$ cat src/rtl/mult_div_seq_32.sv
`default_nettype none
// ============================================================================
//  Module   : mult_div_seq_32 (with helper rc_add_sub_32)
//  Purpose  : Sequential 32-bit unsigned multiplier / divider. One operation
//             takes 32 iterations through a single shared ripple-carry
//             adder/subtractor (shift-add multiply, restoring-style divide).
//  Ports    : clk    - system clock, rising edge
//             rst_n  - asynchronous active-low reset
//             start  - request, sampled only while idle
//             op     - 0 = multiply, 1 = divide (sampled with start)
//             a, b   - multiplicand/dividend, multiplier/divisor
//             busy   - high while running and during the done cycle
//             done   - one-cycle completion strobe
//             hi, lo - MUL: product[63:32]/[31:0]; DIV: remainder/quotient
//             dz     - divide-by-zero flag of the last operation
//  Revision : 1.0 - initial release
// ============================================================================

// ----------------------------------------------------------------------------
// 32-bit ripple-carry adder/subtractor. sna=1 computes a - b as a + ~b + 1;
// co is then the "no borrow" flag (a >= b).
// ----------------------------------------------------------------------------
module rc_add_sub_32 (
  input  logic [31:0] a,
  input  logic [31:0] b,
  input  logic        sna,
  output logic [31:0] s,
  output logic        co
);
  localparam int DATA_INDEX_LIMIT = 31;

  logic [DATA_INDEX_LIMIT:0]   w_b;
  logic [DATA_INDEX_LIMIT+1:0] w_c;

  assign w_b    = b ^ {32{sna}};
  assign w_c[0] = sna;

  generate
    for (genvar i = 0; i <= DATA_INDEX_LIMIT; i++) begin : g_bit
      assign s[i]     = a[i] ^ w_b[i] ^ w_c[i];
      assign w_c[i+1] = (a[i] & w_b[i]) | (w_c[i] & (a[i] ^ w_b[i]));
    end
  endgenerate

  assign co = w_c[DATA_INDEX_LIMIT+1];
endmodule

module mult_div_seq_32 (
  input  logic        clk,
  input  logic        rst_n,
  input  logic        start,
  input  logic        op,
  input  logic [31:0] a,
  input  logic [31:0] b,
  output logic        busy,
  output logic        done,
  output logic [31:0] hi,
  output logic [31:0] lo,
  output logic        dz
);
  localparam int DATA_INDEX_LIMIT = 31;
  localparam logic [4:0] LAST_ITER = 5'd31;

  typedef enum logic [1:0] {
    S_IDLE = 2'd0,
    S_RUN  = 2'd1,
    S_DONE = 2'd2
  } state_t;

  state_t r_state;
  state_t w_state_next;

  logic                    r_op;
  logic [DATA_INDEX_LIMIT:0] r_m;
  logic [4:0]              r_cnt;
  logic [DATA_INDEX_LIMIT:0] r_hi;
  logic [DATA_INDEX_LIMIT:0] r_lo;
  logic                    r_dz;

  // Shared adder operands. For divide the partial remainder is shifted left
  // by one bit pulling in the next dividend bit; the bit shifted out of HI
  // (w_msb) means the shifted value is >= 2^32 and thus always >= M.
  logic [DATA_INDEX_LIMIT:0] w_div_t;
  logic                    w_msb;
  logic [DATA_INDEX_LIMIT:0] w_add_a;
  logic [DATA_INDEX_LIMIT:0] w_add_b;
  logic [DATA_INDEX_LIMIT:0] w_sum;
  logic                    w_co;
  logic                    w_take;

  assign w_div_t = {r_hi[30:0], r_lo[31]};
  assign w_msb   = r_hi[31];
  assign w_add_a = r_op ? w_div_t : r_hi;
  assign w_add_b = r_op ? r_m : (r_lo[0] ? r_m : '0);
  assign w_take  = w_msb | w_co;

  rc_add_sub_32 u_addsub (
    .a   (w_add_a),
    .b   (w_add_b),
    .sna (r_op),
    .s   (w_sum),
    .co  (w_co)
  );

  // State register
  always_ff @(posedge clk or negedge rst_n) begin
    if (!rst_n) begin
      r_state <= S_IDLE;
    end else begin
      r_state <= w_state_next;
    end
  end

  // Next state and status outputs
  always_comb begin
    w_state_next = r_state;
    busy         = 1'b0;
    done         = 1'b0;
    case (r_state)
      S_IDLE: begin
        if (start) w_state_next = S_RUN;
      end
      S_RUN: begin
        busy = 1'b1;
        if (r_cnt == LAST_ITER) w_state_next = S_DONE;
      end
      S_DONE: begin
        busy         = 1'b1;
        done         = 1'b1;
        w_state_next = S_IDLE;
      end
      default: w_state_next = S_IDLE;
    endcase
  end

  // Datapath
  always_ff @(posedge clk or negedge rst_n) begin
    if (!rst_n) begin
      r_op  <= 1'b0;
      r_m   <= '0;
      r_cnt <= '0;
      r_hi  <= '0;
      r_lo  <= '0;
      r_dz  <= 1'b0;
    end else begin
      case (r_state)
        S_IDLE: begin
          if (start) begin
            r_op  <= op;
            r_m   <= b;
            r_cnt <= '0;
            r_hi  <= '0;
            r_lo  <= a;
            r_dz  <= op & (b == '0);
          end
        end
        S_RUN: begin
          if (r_op) begin
            r_hi <= w_take ? w_sum : w_div_t;
            r_lo <= {r_lo[30:0], w_take};
          end else begin
            {r_hi, r_lo} <= {w_co, w_sum, r_lo[31:1]};
          end
          // Hold at the last iteration so the counter never wraps.
          if (r_cnt != LAST_ITER) r_cnt <= r_cnt + 5'd1;
        end
        default: ;
      endcase
    end
  end

  assign hi = r_hi;
  assign lo = r_lo;
  assign dz = r_dz;
endmodule
`default_nettype wire

$ cat config.mk
export PLATFORM = sky130hd
export DESIGN_NAME = mult_div_seq_32
export DESIGN_NICKNAME = d
export VERILOG_FILES = /design/src/rtl/mult_div_seq_32.sv
export SDC_FILE = /design/constraint.sdc
export NUM_CORES = 1
export LEC_CHECK = 0
export CORE_MARGIN = 5
export CORE_UTILIZATION = 53
export CTS_CLUSTER_SIZE = 28
export DETAILED_ROUTE_END_ITERATION = 8
export PLACE_DENSITY = 0.92
export SLEW_MARGIN = 10
export SYNTH_ARGS = -nofsm -noshare
export SYNTH_HDL_FRONTEND = slang
export SYNTH_SLANG_ARGS = --single-unit
export TNS_END_PERCENT = 10
$ cat constraint.sdc
create_clock -name clk -period 22 [get_ports clk]
set_input_delay 6.6 -clock clk [delete_from_list [all_inputs] [get_ports clk]]
set_output_delay 6.6 -clock clk [all_outputs]
set_load 0.02 [all_outputs]
==> results.sh <==
export IMPL_r2r_cells=37
export IMPL_hp_class="register to register"
export IMPL_fin_crit_ns=17.96
export IMPL_core_area_sq_um=12600
export IMPL_syn_inst=629
export IMPL_overflow=0
export IMPL_yosys_top_cells_count="dfrtp_1 (105), mux2_2 (95), a21oi_1 (69)"
export IMPL_row_count=41
export IMPL_antenna_found_initial=0
export IMPL_port_buffers=134
export IMPL_yosysMostFrequentCell="dfrtp_1"
export IMPL_swShare=0.437
export IMPL_vias=5206
export IMPL_clock_skew_ns=0.0110
export IMPL_area_delta_synth_final_pct=24.6
export IMPL_ant_nets=0
export IMPL_syn_nets=733
export IMPL_synth_top_area_frac=0.386
export IMPL_grt_max_degree=82
export IMPL_post_cts_buffers=0
export IMPL_rsz0062_at_grt="false"
export IMPL_slew_headroom=0.219
export IMPL_path_depth=37
export IMPL_arrival_ns=18.19
export IMPL_slew_viol_final=0
export IMPL_synth_ff_type="dfrtp_1"
export IMPL_yosys_warnings=0
export IMPL_ios=135
export IMPL_pwr_share_comb=0.639
export IMPL_initial_core_util=0.539
export IMPL_finalWirelength_microns=16400
export IMPL_max_stage_delay_ns=0.90
export IMPL_cts_sinks=105
export IMPL_routedWlPerCell_microns=18.1
export IMPL_ctsHoldBuffers=0
export IMPL_worstSetupPathType="register to register"
export IMPL_pwr_share_clk=0.120
export IMPL_syn_avg_cell_area_sq_um=10.8
export IMPL_p_switching_w=0.000710
export IMPL_cts_buffers=9
export IMPL_status="completed"
export IMPL_internal_power_w=0.000914
export IMPL_fill_cells=933
export IMPL_dieWidth_microns=123
export IMPL_worst_pin_slew_ns=1.17
export IMPL_maxCapViolations=0
export IMPL_power_frac_seq=0.241
export IMPL_drive_gt1_frac=0.193
export IMPL_clk_latency_ns=0.35
export IMPL_yosysTopAreaCell="dfrtp_1"
export IMPL_ys_types=41
export IMPL_fin_crit_sh=0.816
export IMPL_drc_errors=0
export IMPL_start_kind="register"
export IMPL_die_area_sq_um=15200
export IMPL_grt_use_total=0.218
export IMPL_slowest_stage="nor2_4"
export IMPL_instances_no_fill=908
export IMPL_max_freq_ghz=0.0557
export IMPL_finalHoldViolCount=0
export IMPL_die_h_microns=123
export IMPL_hold_ws_ns=0.515
export IMPL_place_hpwl_microns=11500
export IMPL_synth_edf_count=0
export IMPL_total_power_w=0.00162
export IMPL_fin_tns_setup_ns=0
export IMPL_firstDrtPassIters=5
export IMPL_dp_cells=892
export IMPL_cts_root_buf="clkbuf_16"
export IMPL_power_leakage_nw=3.72
export IMPL_p_per_area_nw_per_um2=192
export IMPL_setup_viol=0
export IMPL_cp_max_fo=64
export IMPL_crit_top_cell="fa_1"
export IMPL_ys_ff_latch=105
export IMPL_gp_congestion=0.810
export IMPL_initialDrtViolationCount=475
export IMPL_fin_nets=835
export IMPL_synthTopCellsByArea="dfrtp_1 (39%), mux2_2 (16%), fa_1 (9.1%)"
export IMPL_worst_ep_required_time_ns=22.23
export IMPL_cts_tree="done"
export IMPL_holdPathStages=2
export IMPL_synth_area_sq_um=6800
export IMPL_htreeDepth=3
export IMPL_peakVddDrop_mv=0.0849
export IMPL_cts_resized=0
export IMPL_path_clk_slew_ns=0.07
export IMPL_cp_end_kind="register"
export IMPL_crit_family="adder cells"
export IMPL_grt_pass1_wl_microns=26200
export IMPL_via_per_inst=5.73
export IMPL_ys_seq_area_frac=0.386
export IMPL_grt_pass1_vias=5288
export IMPL_critPathBufInv=1
export IMPL_antennaDiodeCount=0
export IMPL_clk_path_buf_depth=2
export IMPL_async_flop_share=1.00
final timing paths:
kind                       startpoint     end  slack (ns)
max                              r_op  hi[18]        4.04
min                                dz      dz        0.51
max reg2reg                      r_op  hi[18]        4.04
min in group asynchronous       rst_n  lo[20]        6.22
max in group asynchronous       rst_n    r_op       14.45
min reg2reg                        dz      dz        0.51
cell usage in the layout, fill, tap and decap left out, drive strengths merged, types with 2 or more instances in the layout:
| cell | netlist | final |
|---|---|---|
| clkdlybuf4s50 | 0 | 133 |
| dfrtp | 105 | 105 |
| mux2 | 95 | 95 |
| a21oi | 69 | 69 |
| nor2 | 67 | 67 |
| mux2i | 60 | 60 |
| nand2 | 38 | 38 |
| o21ai | 37 | 37 |
| a22o | 32 | 32 |
| fa | 31 | 31 |
| clkbuf | 14 | 9 |
| buf | 35 | 7 |
| inv | 6 | 7 |
| nor4 | 6 | 6 |
| nand2b | 5 | 5 |
| ha | 5 | 5 |
| nor3 | 4 | 4 |
| bufinv | 0 | 4 |
| a22oi | 3 | 3 |
| a31oi | 2 | 2 |
| a211oi | 2 | 2 |
| xnor2 | 2 | 2 |
metrics by stage:
step / instance area, sq um / utilization / setup WS [ns]
floorplan: 6800 / - / 5.92
global placement: 8110 / 0.642 / 4.35
detailed placement: 8110 / 0.642 / 4.06
CTS: 8470 / 0.671 / 3.94
global route: 8470 / 0.671 / 3.40
finish: 8470 / 0.671 / 4.04
state kept, by name, indices dropped and copies added, names as in the netlist:
signal,flops
r_state,2
hi,32
r_m,32
r_cnt,5
r_op,1
lo,32
dz,1
metal layers:
layer  vias up  routed length, microns  part of all wire  global-route usage
li1       2449                       -                 -                   -
met1      2539                    7120              0.43               0.281
met2       194                    7850              0.48               0.374
met3        24                    1160             0.071              0.0439
met4         0                     297             0.018              0.0630
met5         -                       0                 0                   0
cells by family after synthesis:
group                      synth area share
muxes                                 0.246
AOI/OAI and AO/OA                     0.136
and+or+nand+nor                      0.0804
DFF                                   0.386
buffers and inverters                0.0486
adders and majority gates             0.100
xor gates and xnor gates            0.00258
worst register-to-register path: cells and delay by family (launching register included):
kind                       cells  cell delay, ns
AOI/OAI and AO/OA              2            0.35
adders and majority gates     31           14.44
buffers and inverters          1            0.62
DFF                            1            0.82
muxes                          2            0.74
and+or+nand+nor                1            0.90
layout make-up:
class                           count  area, sq um  share of cell area
Clock buffer                        9          225              0.0266
Timing Repair Buffer              140         1380               0.163
Multi-Input combinational cell    469         3850               0.455
Inverter                            6         22.5             0.00266
Clock inverter                      7          141              0.0167
Sequential cell                   105         2630               0.311
Tap cell                          172          215              0.0254
power groups by stage:
| stage | sequential (W) | combinational (W) | clock (W) |
|---|---|---|---|
| after detailed placement | 0.000390 | 0.00103 | 0 |
| final | 0.000391 | 0.00104 | 0.000195 |
| after global placement | 0.000386 | 0.000970 | 0 |
| after CTS | 0.000388 | 0.00104 | 0.000198 |
| after global routing | 0.000405 | 0.00115 | 0.000205 |
| after floorplan | 0.000411 | 0.000760 | 0 |
No activity file was read; power rests on OpenSTA's default activity.
==> RTL edit 1 (config.mk and constraints unchanged) <==
Add an input register stage for `start`, `op`, `a` and `b`, cleared by the reset; this delays them by one clock.
--- a/src/rtl/mult_div_seq_32.sv
+++ b/src/rtl/mult_div_seq_32.sv
@@ -69,2 +69,21 @@
 
+  logic start_q;
+  logic op_q;
+  logic [31:0] a_q;
+  logic [31:0] b_q;
+
+  always_ff @(posedge clk or negedge rst_n) begin
+    if (!rst_n) begin
+      start_q <= '0;
+      op_q    <= '0;
+      a_q     <= '0;
+      b_q     <= '0;
+    end else begin
+      start_q <= start;
+      op_q    <= op;
+      a_q     <= a;
+      b_q     <= b;
+    end
+  end
+
   state_t r_state;
@@ -120,3 +139,3 @@
       S_IDLE: begin
-        if (start) w_state_next = S_RUN;
+        if (start_q) w_state_next = S_RUN;
       end
@@ -147,9 +166,9 @@
         S_IDLE: begin
-          if (start) begin
-            r_op  <= op;
-            r_m   <= b;
+          if (start_q) begin
+            r_op  <= op_q;
+            r_m   <= b_q;
             r_cnt <= '0;
             r_hi  <= '0;
-            r_lo  <= a;
-            r_dz  <= op & (b == '0);
+            r_lo  <= a_q;
+            r_dz  <= op_q & (b_q == '0);
           end
Check against the original RTL: not equivalent (a bounded check fails within 4 cycles, from zero or initial values and one cycle with rst_n low).
==> RTL edit 1 against the unedited design <==
Synthesized cell count increased by 10%; final area rose by 23%; power increased by 17%; wire length is 12% higher; area after synthesis grew 24%; sequential cell count rose by 66; critical path depth is 1 higher; worst setup slack got worse by 0.49 ns.
==> RTL edit 1: results (changes against the unedited design) <==
\begin{tabular}{lr}
\hline
Metric & Value \\
\hline
\multicolumn{2}{l}{\textbf{Power}} \\
Internal power summed over all cells & 1.09 mW (was 0.914 mW) \\
Lkg Pwr & 4.61 nW (was 3.72 nW) \\
Post-layout power & 1.90 mW (was 1.62 mW) \\
Worst vdd rail ir drop & 0.0000878 V (was 0.0000849 V) \\
\multicolumn{2}{l}{\textbf{Yosys}} \\
Largest cells by area after synthesis & dfrtp\_1 51\%, mux2\_2 13\%, fa\_1 7.4\% (was dfrtp\_1 39\%, mux2\_2 16\%, fa\_1 9.1\%) \\
Number of standard cells after synthesis & 694 (was 629) \\
\multicolumn{2}{l}{\textbf{Final layout}} \\
Final cell utilization of the core & 66.2\% (was 67.1\%) \\
Ratio of cells with drive above 1 in the final layout & 16.9\% (was 19.3\%) \\
Number of fillers in the final layout & 1,094 (was 933) \\
\multicolumn{2}{l}{\textbf{Setup path}} \\
Largest stage delay on the critical path & 0.94 ns (was 0.90 ns) \\
Cells on worst reg2reg path & 38 (was 37) \\
Endpoint of the worst register-to-register path & hi[4] (was hi[18]) \\
Crit Path Max Fanout & 67 (was 64) \\
Arrival time at the worst endpoint & 18.76 ns (was 18.19 ns) \\
\multicolumn{2}{l}{\textbf{Drt}} \\
Vias per Instance & 5.52 (was 5.73) \\
Count of routing violations after the opening detailed-route iteration & 477 (was 475) \\
Total number of vias & 5,697 (was 5,206) \\
\multicolumn{2}{l}{\textbf{STA}} \\
Worst clock skew on the final layout & 0.00881 ns (was 0.0110 ns) \\
Peak clock frequency supported by timing & 54.2 MHz (was 55.7 MHz) \\
Actual slew at the worst max-slew pin & 1.25 ns (was 1.17 ns) \\
Worst hold margin & 0.502 ns (was 0.515 ns) \\
\multicolumn{2}{l}{\textbf{Global routing}} \\
Global-route track usage on met2 & 33.0\% (was 37.4\%) \\
Via count of the first global-routing pass & 5,752 (was 5,288) \\
Global-route track usage on met1 & 28.7\% (was 28.1\%) \\
Met3 track demand over resource in global routing & 4.92\% (was 4.39\%) \\
Global-route wire length before repair & 30.4 mm (was 26.2 mm) \\
\multicolumn{2}{l}{\textbf{Placed design}} \\
Place WS & 3.70 ns (was 4.06 ns) \\
Routability-driven placement congestion ratio & 0.866 (was 0.810) \\
\multicolumn{2}{l}{\textbf{Status}} \\
Run status & complete, no violations (unchanged) \\
\hline
\end{tabular}
[RTL edit 1: cell types whose count changed after synthesis, moves of 3 or more]
cell	change
a21oi_1	-33
a22o_1	+23
a22o_2	-17
a22oi_1	-3
buf_2	-5
buf_4	+7
buf_8	-3
dfrtp_1	+66
nand2_1	+28
nor2_1	-26
o21ai_0	+21
o21ai_1	+4
[RTL edit 1: cell type report]
cell class | instances | share of cell area, %
inverter | 4 | 0.144
clock inverter | 15 | 1.53
tap | 216 | 2.60
clock buffer | 17 | 4.09
multi-input combinational | 470 | 37.2
sequential | 171 | 41.2
timing repair buffer | 139 | 13.3
[RTL edit 1: routing by layer]
metal | part of all wire [%] | vias up
li1 | - | 2668
met1 | 42 | 2794
met2 | 49 | 198
met3 | 6.3 | 37
met4 | 2.7 | 0
met5 | 0 | -
[RTL edit 1: cells by family after synthesis]
kind of cell    share of synthesized area, %
mux                                     19.9
compound gates                          10.8
fa+ha+maj                               8.11
simple gates                            6.70
xor+xnor                               0.208
buf+inv                                 3.49
flops                                   50.8
==> RTL edit 2 (same settings) <==
Without the edit above. Register the output `hi` once more, without a reset; this adds one clock of latency there. The other outputs are not delayed to match.
--- a/src/rtl/mult_div_seq_32.sv
+++ b/src/rtl/mult_div_seq_32.sv
@@ -171,3 +171,5 @@
 
-  assign hi = r_hi;
+  always_ff @(posedge clk) begin
+    hi <= r_hi;
+  end
   assign lo = r_lo;
Behaviour: not the same (a bounded check fails within 4 cycles, from zero or initial values and one cycle with rst_n low).
==> RTL edit 2 against the unedited design <==
Clock skew decreased by 0.00056 ns; wire length rose by 2.4%; area after synthesis rose by 9.6%; synthesized cell count up 4.6%; final area grew 10%; via count rose by 1.3%; die area grew 8.8%; sequential cell count rose by 32; power increased by 12%; worst setup slack better by 0.20 ns; largest cell class unchanged; highest routed layer unchanged.
==> RTL edit 2: results (changes against the unedited design) <==
\begin{tabular}{lr}
\hline
Metric & Value \\
\hline
\multicolumn{2}{l}{\textbf{Yosys}} \\
Share of synthesized area occupied by flip-flops and latches & 43.9\% (was 38.6\%) \\
Post-synth ARST share & 76.6\% (was 100\%) \\
Count of different cell masters after synthesis & 42 (was 41) \\
Commonest cells post-synth & 105 x dfrtp\_1, 96 x mux2\_2, 63 x nand2\_1 (was 105 x dfrtp\_1, 95 x mux2\_2, 69 x a21oi\_1) \\
Largest cells by area after synthesis & dfrtp\_1 35\%, mux2\_2 15\%, dfxtp\_1 8.6\% (was dfrtp\_1 39\%, mux2\_2 16\%, fa\_1 9.1\%) \\
Total nets after synthesis & 762 (was 733) \\
\multicolumn{2}{l}{\textbf{STA}} \\
Worst clock skew on the final layout & 0.0104 ns (was 0.0110 ns) \\
Max\_slew headroom & 21.6\% (was 21.9\%) \\
Max-slew violations & 0 (unchanged) \\
\multicolumn{2}{l}{\textbf{CTS}} \\
Number of buffers created by CTS & 17 (was 9) \\
H-tree depth reported by CTS & 4 (was 3) \\
Clock insertion delay at the later pin of the skew report & 0.43 ns (was 0.35 ns) \\
\multicolumn{2}{l}{\textbf{Setup path}} \\
Arrival time at the worst endpoint & 18.08 ns (was 18.19 ns) \\
Crit Path Max Fanout & 76 (was 64) \\
Cell family contributing the most delay on the critical path & adder cells (unchanged) \\
Largest stage delay on the critical path & 1.01 ns (was 0.90 ns) \\
Slowest cell on crit path & dfrtp\_4 (was nor2\_4) \\
\multicolumn{2}{l}{\textbf{Drt}} \\
WL per Instance & 17.5 µm (was 18.1 µm) \\
Vias per Instance & 5.49 (was 5.73) \\
Detailed Routing Iterations Pass 1 & 5 (unchanged) \\
Count of routing violations after the opening detailed-route iteration & 462 (was 475) \\
\multicolumn{2}{l}{\textbf{Global routing}} \\
Total global routing track utilization & 21.2\% (was 21.8\%) \\
Global-route wire length before repair & 27.5 mm (was 26.2 mm) \\
Initial antenna violation count & 0 (unchanged) \\
Largest net degree at the start of global routing & 91 (was 82) \\
Via count of the first global-routing pass & 5,303 (was 5,288) \\
\multicolumn{2}{l}{\textbf{Placed design}} \\
Routability-driven placement congestion ratio & 0.848 (was 0.810) \\
Place WS & 4.21 ns (was 4.06 ns) \\
Placed wire-length estimate & 11.4 mm (was 11.5 mm) \\
\multicolumn{2}{l}{\textbf{Status}} \\
Run status & complete, no violations (unchanged) \\
\multicolumn{2}{l}{\textbf{Power}} \\
Worst vdd rail ir drop & 0.0000957 V (was 0.0000849 V) \\
Lkg Pwr & 4.11 nW (was 3.72 nW) \\
\multicolumn{2}{l}{\textbf{Final layout}} \\
Count of nets after finishing & 872 (was 835) \\
Number of fillers in the final layout & 994 (was 933) \\
Antenna cell count & 0 (unchanged) \\
Ratio of cells with drive above 1 in the final layout & 18.1\% (was 19.3\%) \\
\multicolumn{2}{l}{\textbf{Min path}} \\
Kind of path behind the tightest hold check & reg2reg (unchanged) \\
\hline
\end{tabular}
[RTL edit 2: cells by family after synthesis]
family / Yosys count / share of synthesized area, %
and+or+nand+nor: 128 / 7.54
DFF: 137 / 43.9
buffers and inverters: 53 / 4.40
adders and majority gates: 36 / 9.17
muxes: 156 / 22.6
xor gates and xnor gates: 2 / 0.235
AOI/OAI and AO/OA: 146 / 12.2
[RTL edit 2: report_power, final]
group          switching, mW  internal [mW]
Clock                  0.103          0.174
Sequential             0.125          0.370
Combinational          0.522          0.520
[RTL edit 2: through the flow]
step	cells	power (mW)	hold slack, ns	cell area [µm²]	util [%]
6_report	961	1.81	0.443	9330	67.5
3_3_place_gp	929	1.49	0.434	8760	63.3
2_1_floorplan	658	1.28	0.394	7450	-
3_5_place_dp	929	1.53	0.433	8760	63.3
4_1_cts	961	1.82	0.445	9330	67.5
5_1_grt	961	1.97	0.471	9330	67.5
[RTL edit 2: worst reg2reg max path, delay by kind of cell (launching register included)]
kind / cells / cell delay [ns]
simple gates: 2 / 1.01
fa+ha+maj: 31 / 14.38
mux: 2 / 0.63
flops: 1 / 1.01
buf+inv: 1 / 0.26
compound gates: 2 / 0.35
[RTL edit 2: routing by layer]
layer	share of wire, %	vias up	track usage [%]	wire length (µm)
met2	50	127	34.4	8490
met1	43	2554	27.4	7220
li1	-	2567	-	-
met5	0	-	0	0
met4	2.5	0	8.77	422
met3	4.1	28	5.15	692
[RTL edit 2: layout make-up]
cell class / count / area share (%)
multi-input combinational: 468 / 41.4
sequential: 137 / 35.1
timing repair buffer: 140 / 14.8
clock buffer: 23 / 5.12
tap: 180 / 2.41
clock inverter: 9 / 1.05
inverter: 4 / 0.161
[RTL edit 2: final timing paths]
| check | start | slack, ns | end | cells after the start |
|---|---|---|---|---|
| setup reg to reg | r_op | 4.24 | r_hi[23] | 38 |
| max in group asynchronous | rst_n | 14.64 | r_hi[11] | 2 |
| min in group asynchronous | rst_n | 6.19 | r_state[1] | 1 |
| hold reg to reg | r_hi[2] | 0.44 | hi[2] | 0 |
| hold / removal | r_hi[2] | 0.44 | hi[2] | 0 |
| setup / recovery | r_op | 4.24 | r_hi[23] | 38 |
